File: src/rtl/wchb_sync_bridge.sv
// wchb_sync_bridge
// Bridges a 4-phase bundled-data asynchronous channel into a clocked
// valid/ready stream through a DEPTH-entry token FIFO. The incoming request
// is synchronised; the acknowledge is a registered output.
// Optional feature macro: WCHB_BRIDGE_COUNT_EN adds a 16-bit write counter
// output o_xfer_cnt. Without the macro the port and its logic are absent.
module wchb_sync_bridge #(
    parameter int WIDTH       = 32,
    parameter int DEPTH       = 4,
    parameter int SYNC_STAGES = 2
) (
    input  logic                       clk,
    input  logic                       rst_n,
    input  logic                       i_req,
    input  logic [WIDTH-1:0]           i_data,
    output logic                       o_ack,
    output logic                       o_valid,
    input  logic                       i_ready,
    output logic [WIDTH-1:0]           o_data,
    output logic [$clog2(DEPTH+1)-1:0] o_level
`ifdef WCHB_BRIDGE_COUNT_EN
    ,
    output logic [15:0]                o_xfer_cnt
`endif
);

    localparam int AW = $clog2(DEPTH);
    localparam int PW = AW + 1;
    localparam int LW = $clog2(DEPTH + 1);

    typedef enum logic {
        IDLE,
        ACK_HIGH
    } state_t;

    state_t                 state_q, state_d;
    logic                   ack_q, ack_d;
    logic [SYNC_STAGES-1:0] reqSync_q;
    logic                   reqS;
    logic [PW-1:0]          wrPtr_q, wrPtr_d;
    logic [PW-1:0]          rdPtr_q, rdPtr_d;
    logic [PW-1:0]          levelRaw;
    logic [WIDTH-1:0]       mem [DEPTH];
    logic                   push;
    logic                   pop;
    logic                   full;
    logic                   empty;

    assign reqS  = reqSync_q[SYNC_STAGES-1];
    assign full  = (wrPtr_q[PW-1] != rdPtr_q[PW-1]) &&
                   (wrPtr_q[AW-1:0] == rdPtr_q[AW-1:0]);
    assign empty = (wrPtr_q == rdPtr_q);
    assign pop   = !empty && i_ready;

    // Shift the asynchronous request through the synchroniser chain.
    always_ff @(posedge clk or negedge rst_n) begin
        if (!rst_n) begin
            reqSync_q <= '0;
        end else begin
            reqSync_q <= {reqSync_q[SYNC_STAGES-2:0], i_req};
        end
    end

    // Handshake FSM: accept a token when the buffer has room, then wait for request release.
    always_comb begin
        state_d = state_q;
        ack_d   = ack_q;
        push    = 1'b0;
        case (state_q)
            IDLE: begin
                if (reqS && !full) begin
                    push    = 1'b1;
                    ack_d   = 1'b1;
                    state_d = ACK_HIGH;
                end
            end
            ACK_HIGH: begin
                if (!reqS) begin
                    ack_d   = 1'b0;
                    state_d = IDLE;
                end
            end
            default: begin
                ack_d   = 1'b0;
                state_d = IDLE;
            end
        endcase
    end

    // Next pointer values; full is judged on the pre-edge pointers so a same-edge pop cannot admit a push.
    always_comb begin
        wrPtr_d = wrPtr_q;
        rdPtr_d = rdPtr_q;
        if (push) begin
            wrPtr_d = wrPtr_q + {{(PW-1){1'b0}}, 1'b1};
        end
        if (pop) begin
            rdPtr_d = rdPtr_q + {{(PW-1){1'b0}}, 1'b1};
        end
    end

    // Control state, acknowledge and FIFO pointers.
    always_ff @(posedge clk or negedge rst_n) begin
        if (!rst_n) begin
            state_q <= IDLE;
            ack_q   <= 1'b0;
            wrPtr_q <= '0;
            rdPtr_q <= '0;
        end else begin
            state_q <= state_d;
            ack_q   <= ack_d;
            wrPtr_q <= wrPtr_d;
            rdPtr_q <= rdPtr_d;
        end
    end

    // Token storage; i_data is sampled directly because req_s high guarantees it has settled.
    always_ff @(posedge clk) begin
        if (push) begin
            mem[wrPtr_q[AW-1:0]] <= i_data;
        end
    end

`ifdef WCHB_BRIDGE_COUNT_EN
    logic [15:0] xferCnt_q;

    // Count every FIFO write, wrapping naturally at 16 bits.
    always_ff @(posedge clk or negedge rst_n) begin
        if (!rst_n) begin
            xferCnt_q <= '0;
        end else if (push) begin
            xferCnt_q <= xferCnt_q + 16'd1;
        end
    end

    assign o_xfer_cnt = xferCnt_q;
`endif

    assign levelRaw = wrPtr_q - rdPtr_q;
    assign o_level  = LW'(levelRaw);
    assign o_ack    = ack_q;
    assign o_valid  = !empty;
    assign o_data   = empty ? '0 : mem[rdPtr_q[AW-1:0]];

endmodule
File: config.mk
export PLATFORM = sky130hd
export DESIGN_NAME = wchb_sync_bridge
export DESIGN_NICKNAME = d
export VERILOG_FILES = /design/src/rtl/wchb_sync_bridge.sv
export SDC_FILE = /design/constraint.sdc
export NUM_CORES = 1
export LEC_CHECK = 0
export CORE_MARGIN = 5
export CORE_UTILIZATION = 54
export DETAILED_ROUTE_END_ITERATION = 16
export GPL_TIMING_DRIVEN = 1
export HOLD_SLACK_MARGIN = 0.05
export PLACE_DENSITY = 0.79
export RECOVER_POWER = 50
export SETUP_SLACK_MARGIN = 0.1
export SLEW_MARGIN = 20
export SYNTH_ARGS = -nofsm -noshare
export SYNTH_HDL_FRONTEND = slang
export SYNTH_SLANG_ARGS = --single-unit
File: constraint.sdc
create_clock -name clk -period 3.4 [get_ports clk]
set_input_delay 0.51 -clock clk [delete_from_list [all_inputs] [get_ports clk]]
set_output_delay 0.51 -clock clk [all_outputs]
set_load 0.01 [all_outputs]
==> Word-level counts from Yosys, hierarchy flattened <==
Memory sizes are Yosys's and may differ from the RTL's.
Cells that the tools add are included.
{ "totals": {"output_inout_bits": 37, "ramBits": 128, "mem_count": 1, "reg_bits": 10} }
{ "op_classes": {"n_bitwise": 1, "n_mux": 10, "n_eq_ne": 5, "n_reduce_logical": 6, "addsub": 3} }
{ "mem_list": {"columns": ["memory", "depth", "word_bits", "rd", "rd_ports_with_merged_regs", "wr", "line_no", "source"], "rows": [
  ["mem", 4, 32, 1, 0, 1, "43", "logic [WIDTH-1:0] mem [DEPTH];"]
]} }
{ "op_table": {"columns": ["op", "count"], "rows": [
  ["32-bit two-way mux", 1],
  ["1-bit two-way mux", 7],
  ["3-bit by 1-bit adder with 3-bit output, second input constant", 2],
  ["2-bit inequality test, second input constant", 2],
  ["1-bit one-hot mux with 2 select lines", 2],
  ["3-bit == test", 1],
  ["1-bit logical AND", 3],
  ["3-bit subtractor", 1],
  ["2-bit == test", 1],
  ["1-bit zero test", 2],
  ["2-bit AND reduction", 1],
  ["1-bit inequality test", 1],
  ["1-bit inverter", 1]
]} }

==> Longest topological paths before layout <==
{ "depth": {"ltp_word": 8, "ltp_mapped": 8} }

==> Worst setup path before layout <==
Ideal clock, no wire load.
{ "synth_timing": {"path_kind": "reg-to-reg", "startpoint": "register rdPtr_q[1]", "endpoint": "memory mem[3][0], enable pin", "path_stages_with_launch": 7, "path_slack_ns": 0.533, "arrival_ns": 2.475, "setup_ns": 0.392, "path_cell_list": "dfrtp_1 > buf_2 > buf_1 > inv_1 > ha_1 > a311oi_4 > and2_1"} }
{ "synth_via": {"elab_chain_len": 8} }
{ "synth_rtl": {"columns": ["item", "line_no", "source"], "rows": [
  ["from (decl)", "41", "logic [PW-1:0] rdPtr_q, rdPtr_d;"],
  ["from (signal assigned)", "113", "rdPtr_q <= rdPtr_d;"],
  ["2-bit == test", "51", "(wrPtr_q[AW-1:0] == rdPtr_q[AW-1:0]);"],
  ["1-bit logical AND", "50", "assign full = (wrPtr_q[PW-1] != rdPtr_q[PW-1]) &&"],
  ["1-bit zero test", "71", "if (reqS && !full) begin"],
  ["1-bit logical AND", "71", null],
  ["1-bit two-way mux", "71", null],
  ["1-bit two-way mux", "69", "case (state_q)"],
  ["1-bit two-way mux", "119", "if (push) begin"],
  ["1-bit two-way mux (not written as such)", "120", "mem[wrPtr_q[AW-1:0]] <= i_data;"],
  ["to (decl)", "43", null]
]} }
Every way passes these cells.

==> Worst setup path in the final report <==
{ "layout_timing": {"startpoint": "register wrPtr_q[0]", "endpoint": "output port o_data[6]"} }
{ "layout_via": {"elab_chain_len": 2} }
{ "layout_rtl": {"columns": ["item", "line_no", "source"], "rows": [
  ["from (decl)", "40", "logic [PW-1:0] wrPtr_q, wrPtr_d;"],
  ["from (signal assigned)", "112", "wrPtr_q <= wrPtr_d;"],
  ["3-bit == test", "52", "assign empty = (wrPtr_q == rdPtr_q);"],
  ["32-bit two-way mux", "143", "assign o_data = empty ? '0 : mem[rdPtr_q[AW-1:0]];"],
  ["to (decl)", "19", "output logic [WIDTH-1:0] o_data,"]
]} }
Every way passes these cells.

==> results.ini <==
[cts]
clockBufferDepth = 2
clockRootBuffer = sky130_fd_sc_hd__clkbuf_8
clock_transition_time_at_the_flip_flop_clock_pins_of_the_worst_setup_and_hold_paths_ps = 60
tritoncts = built
clock_sinks = 138
ctsHoldBuffers = 0
clock_insertion_delay_worst_skew_ps = 520
cts-buffers-inserted = 17
htree_num_levels = 4

[layout]
antenna_cells_inserted = 0
layout.cell_area.non_filler_um2 = 6920
layout-drive-gt1-share_pct = 23.0
fillerInstances = 614
finish.net_count = 389
sequential_cell_area_um2 = 4100
post-route-util_pct = 70.8
syn_to_final_growth_pct = 27.8
multi_input_gate_area_in_the_final_layout_um2 = 1230

[sta]
period_share_pct = 94.4
unrepaired_setup_endpoints_after_global_routing = true
finalHoldViolations = 0
timing.max_slew.rel_slack_pct = 31.0
setup-violations-final = 0
slew_violations = 0
min_period_ps = 3210
fin_setup_tns_ps = 0
clock.fmax_mhz = 312
timing_worst_slew_pin_value_ps = 1030
worst_clock_skew_ps = 7.62

[global_routing]
first_pass_grt_wire_length_mm = 15.3
grt_start_max_net_pins = 36
number_of_global_route_vias_before_repair = 2871
grt_antenna_before_repair = 0
global_route.overflow_total = 0
track_usage_pct = 17.7

[worst_setup_path]
worst_ep_required_time_ps = 2890
worst-setup-path-type = flop to output pin
end_kind = output pin
critical_path.max_fanout = 20
most_used_cell_along_the_critical_path = sky130_fd_sc_hd__buf_12
crit_path_start_kind = flop
max_stage_delay_ps = 560
cp_cell_sequence = inv_1, ha_1, nand2_1, nor2_4, buf_12, buf_12, nor2b_1, clkdlybuf4s50_1
slowest_stage = sky130_fd_sc_hd__clkdlybuf4s50_1
worst_endpoint_data_arrival_time_ps = 2700

[floorplanning]
start_util_pct = 55.4
chip_width_um = 110
die_area_um2 = 12100
fp.dieH_um = 110
floorplan.rows = 36
core_region_area_um2 = 9770
pin_count = 73

[synth]
yosys.area.top_type_share_pct = 71.0
synthesis.nets = 298
syn-instance-count = 254
seq_area_frac_synth_pct = 75.6
async_flop_share_pct = 7.25
edff_count_synth = 128
number_of_warnings_reported_in_the_yosys_synthesis_log = 0
ys_ff_latch = 138
netlist.top_cell.by_area = sky130_fd_sc_hd__edfxtp_1
synthTopCellsByArea = sky130_fd_sc_hd__edfxtp_1, sky130_fd_sc_hd__mux4_2, sky130_fd_sc_hd__dfrtp_1
synthesis.area_per_instance_um2 = 21.3
dominantRegCellSynth = sky130_fd_sc_hd__edfxtp_1
mappedNetlistArea_um2 = 5420
synth.distinct_cells = 28

[drt]
wl_on_met1_mm = 4.03
dr_wl_met2_mm = 4.97
drt_wl_total_mm = 9.58
drt-vias-per-instance = 5.42
routed_wl_met3_um = 472
drt-initial-drc-count = 198
detailedRoute.firstPassIterationCount = 4
maxUsedRoutingLayer = met4
post_detailed_route_drc_marker_count = 0
number_of_routed_nets_with_antenna_violations = 0
detail_route.wl_per_cell_um = 19.6
num_vias = 2649

[power]
total_power_w = 0.00670
ir_drop_mv = 0.504
cellLeakagePower_nw = 2.35
power_per_cell_area_nw_per_um2 = 968

[min_path]
min-delay-path-class = flop to flop

[placement]
dp_hpwl_mm = 5.59
globalplace.congestion = 0.727
placed_cell_area_um2 = 6320
place.port_buffers = 72

[status]
outcome = finished clean

[job]
cap_violations = 0

## layout by cell type, fill, tap and decap left out, types with 2 or more instances in the layout
| cell | instances |
|---|---|
| sky130_fd_sc_hd__ha_1 | 7 |
| sky130_fd_sc_hd__mux4_2 | 32 |
| sky130_fd_sc_hd__clkdlybuf4s50_1 | 37 |
| sky130_fd_sc_hd__mux2_2 | 2 |
| sky130_fd_sc_hd__a21oi_1 | 2 |
| sky130_fd_sc_hd__clkinv_2 | 3 |
| sky130_fd_sc_hd__clkinvlp_4 | 5 |
| sky130_fd_sc_hd__clkbuf_16 | 16 |
| sky130_fd_sc_hd__nand2_1 | 2 |
| sky130_fd_sc_hd__and2_2 | 3 |
| sky130_fd_sc_hd__inv_1 | 8 |
| sky130_fd_sc_hd__buf_4 | 8 |
| sky130_fd_sc_hd__edfxtp_1 | 128 |
| sky130_fd_sc_hd__dfrtp_2 | 2 |
| sky130_fd_sc_hd__dfrtp_1 | 8 |
| sky130_fd_sc_hd__a31oi_1 | 2 |
| sky130_fd_sc_hd__bufinv_16 | 3 |
| sky130_fd_sc_hd__xnor2_1 | 2 |
| sky130_fd_sc_hd__dlygate4sd3_1 | 35 |
| sky130_fd_sc_hd__nor2b_1 | 32 |
| sky130_fd_sc_hd__o21ai_0 | 2 |
| sky130_fd_sc_hd__buf_12 | 2 |
## final cells by class
type | instances | area share [%]
clock inverters | 13 | 2.24
well taps | 133 | 2.40
repair buffers | 83 | 12.0
clock buffers | 17 | 5.98
flip-flops and latches | 138 | 59.2
inverters | 8 | 0.434
multi-input cells | 97 | 17.7
## Yosys cell counts, drive strengths merged (2+ instances only)
cell      n
edfxtp  128
ha        7
inv       8
dfrtp    10
xnor2     2
nand2     2
xor2      2
and2      4
a31oi     2
buf      10
mux2      3
o21ai     2
nor2b    32
mux4     32
a21oi     2
## worst paths after layout
check	slack, ps	endpoint	start	cells after the start
hold / removal	350	reqSync_q[1]	reqSync_q[0]	0
max in group asynchronous	2680	rdPtr_q[1]	rst_n	1
setup reg to reg	320	mem[0][13]	wrPtr_q[0]	5
min in group asynchronous	380	reqSync_q[0]	rst_n	1
hold reg to reg	350	reqSync_q[1]	reqSync_q[0]	0
setup / recovery	190	o_data[6]	wrPtr_q[0]	8
## worst max-delay path: cells and delay by family (launching register included)
family / cells / cell delay, ps
and+or+nand+nor: 3 / 400
DFF: 1 / 400
adders and majority gates: 1 / 330
buffers and inverters: 4 / 1030
## state kept, by name, summed over array words and instances (netlist names)
name	cells
mem	128
wrPtr_q	3
state_q	1
o_ack	1
rdPtr_q	3
reqSync_q	2
## timing repair
action | in CTS | in global routing
endpoints found under the setup margin | 12 | 27
resized for setup | 0 | 3
pin swaps | 1 | 0
setup buffers | 4 | 0
## power breakdown
part / leakage, nW / internal [W] / total, W / switching (W)
Sequential: 1.28 / 0.00215 / 0.00224 / 0.0000885
Clock: 0.265 / 0.00110 / 0.00175 / 0.000652
Combinational: 0.809 / 0.00149 / 0.00271 / 0.00121
Total: 2.35 / 0.00474 / 0.00670 / 0.00195
## through the flow
step | setup slack, ps | hold slack (ps) | cells
after floorplan | 533 | 214 | 254
after global placement | 683 | 335 | 455
after detailed placement | 650 | 343 | 455
after CTS | 113 | 310 | 489
after global routing | 55.9 | 363 | 489
final | 190 | 353 | 489
## per-layer routing
| metal | global-route usage, % | vias up |
|---|---|---|
| li1 | - | 1188 |
| met1 | 22.7 | 1378 |
| met2 | 28.8 | 74 |
| met3 | 5.82 | 9 |
| met4 | 6.16 | 0 |
| met5 | 0 | - |
## kinds of logic after synthesis
kind of cell    after synthesis  share of synthesized area, %
flops                       138                          75.6
simple gates                 41                          4.62
mux                          35                          14.0
buf+inv                      19                          1.64
compound gates                9                          1.39
fa+ha+maj                     8                          1.99
xor+xnor                      4                         0.786
Note: power is estimated with default switching activity, not from simulation.
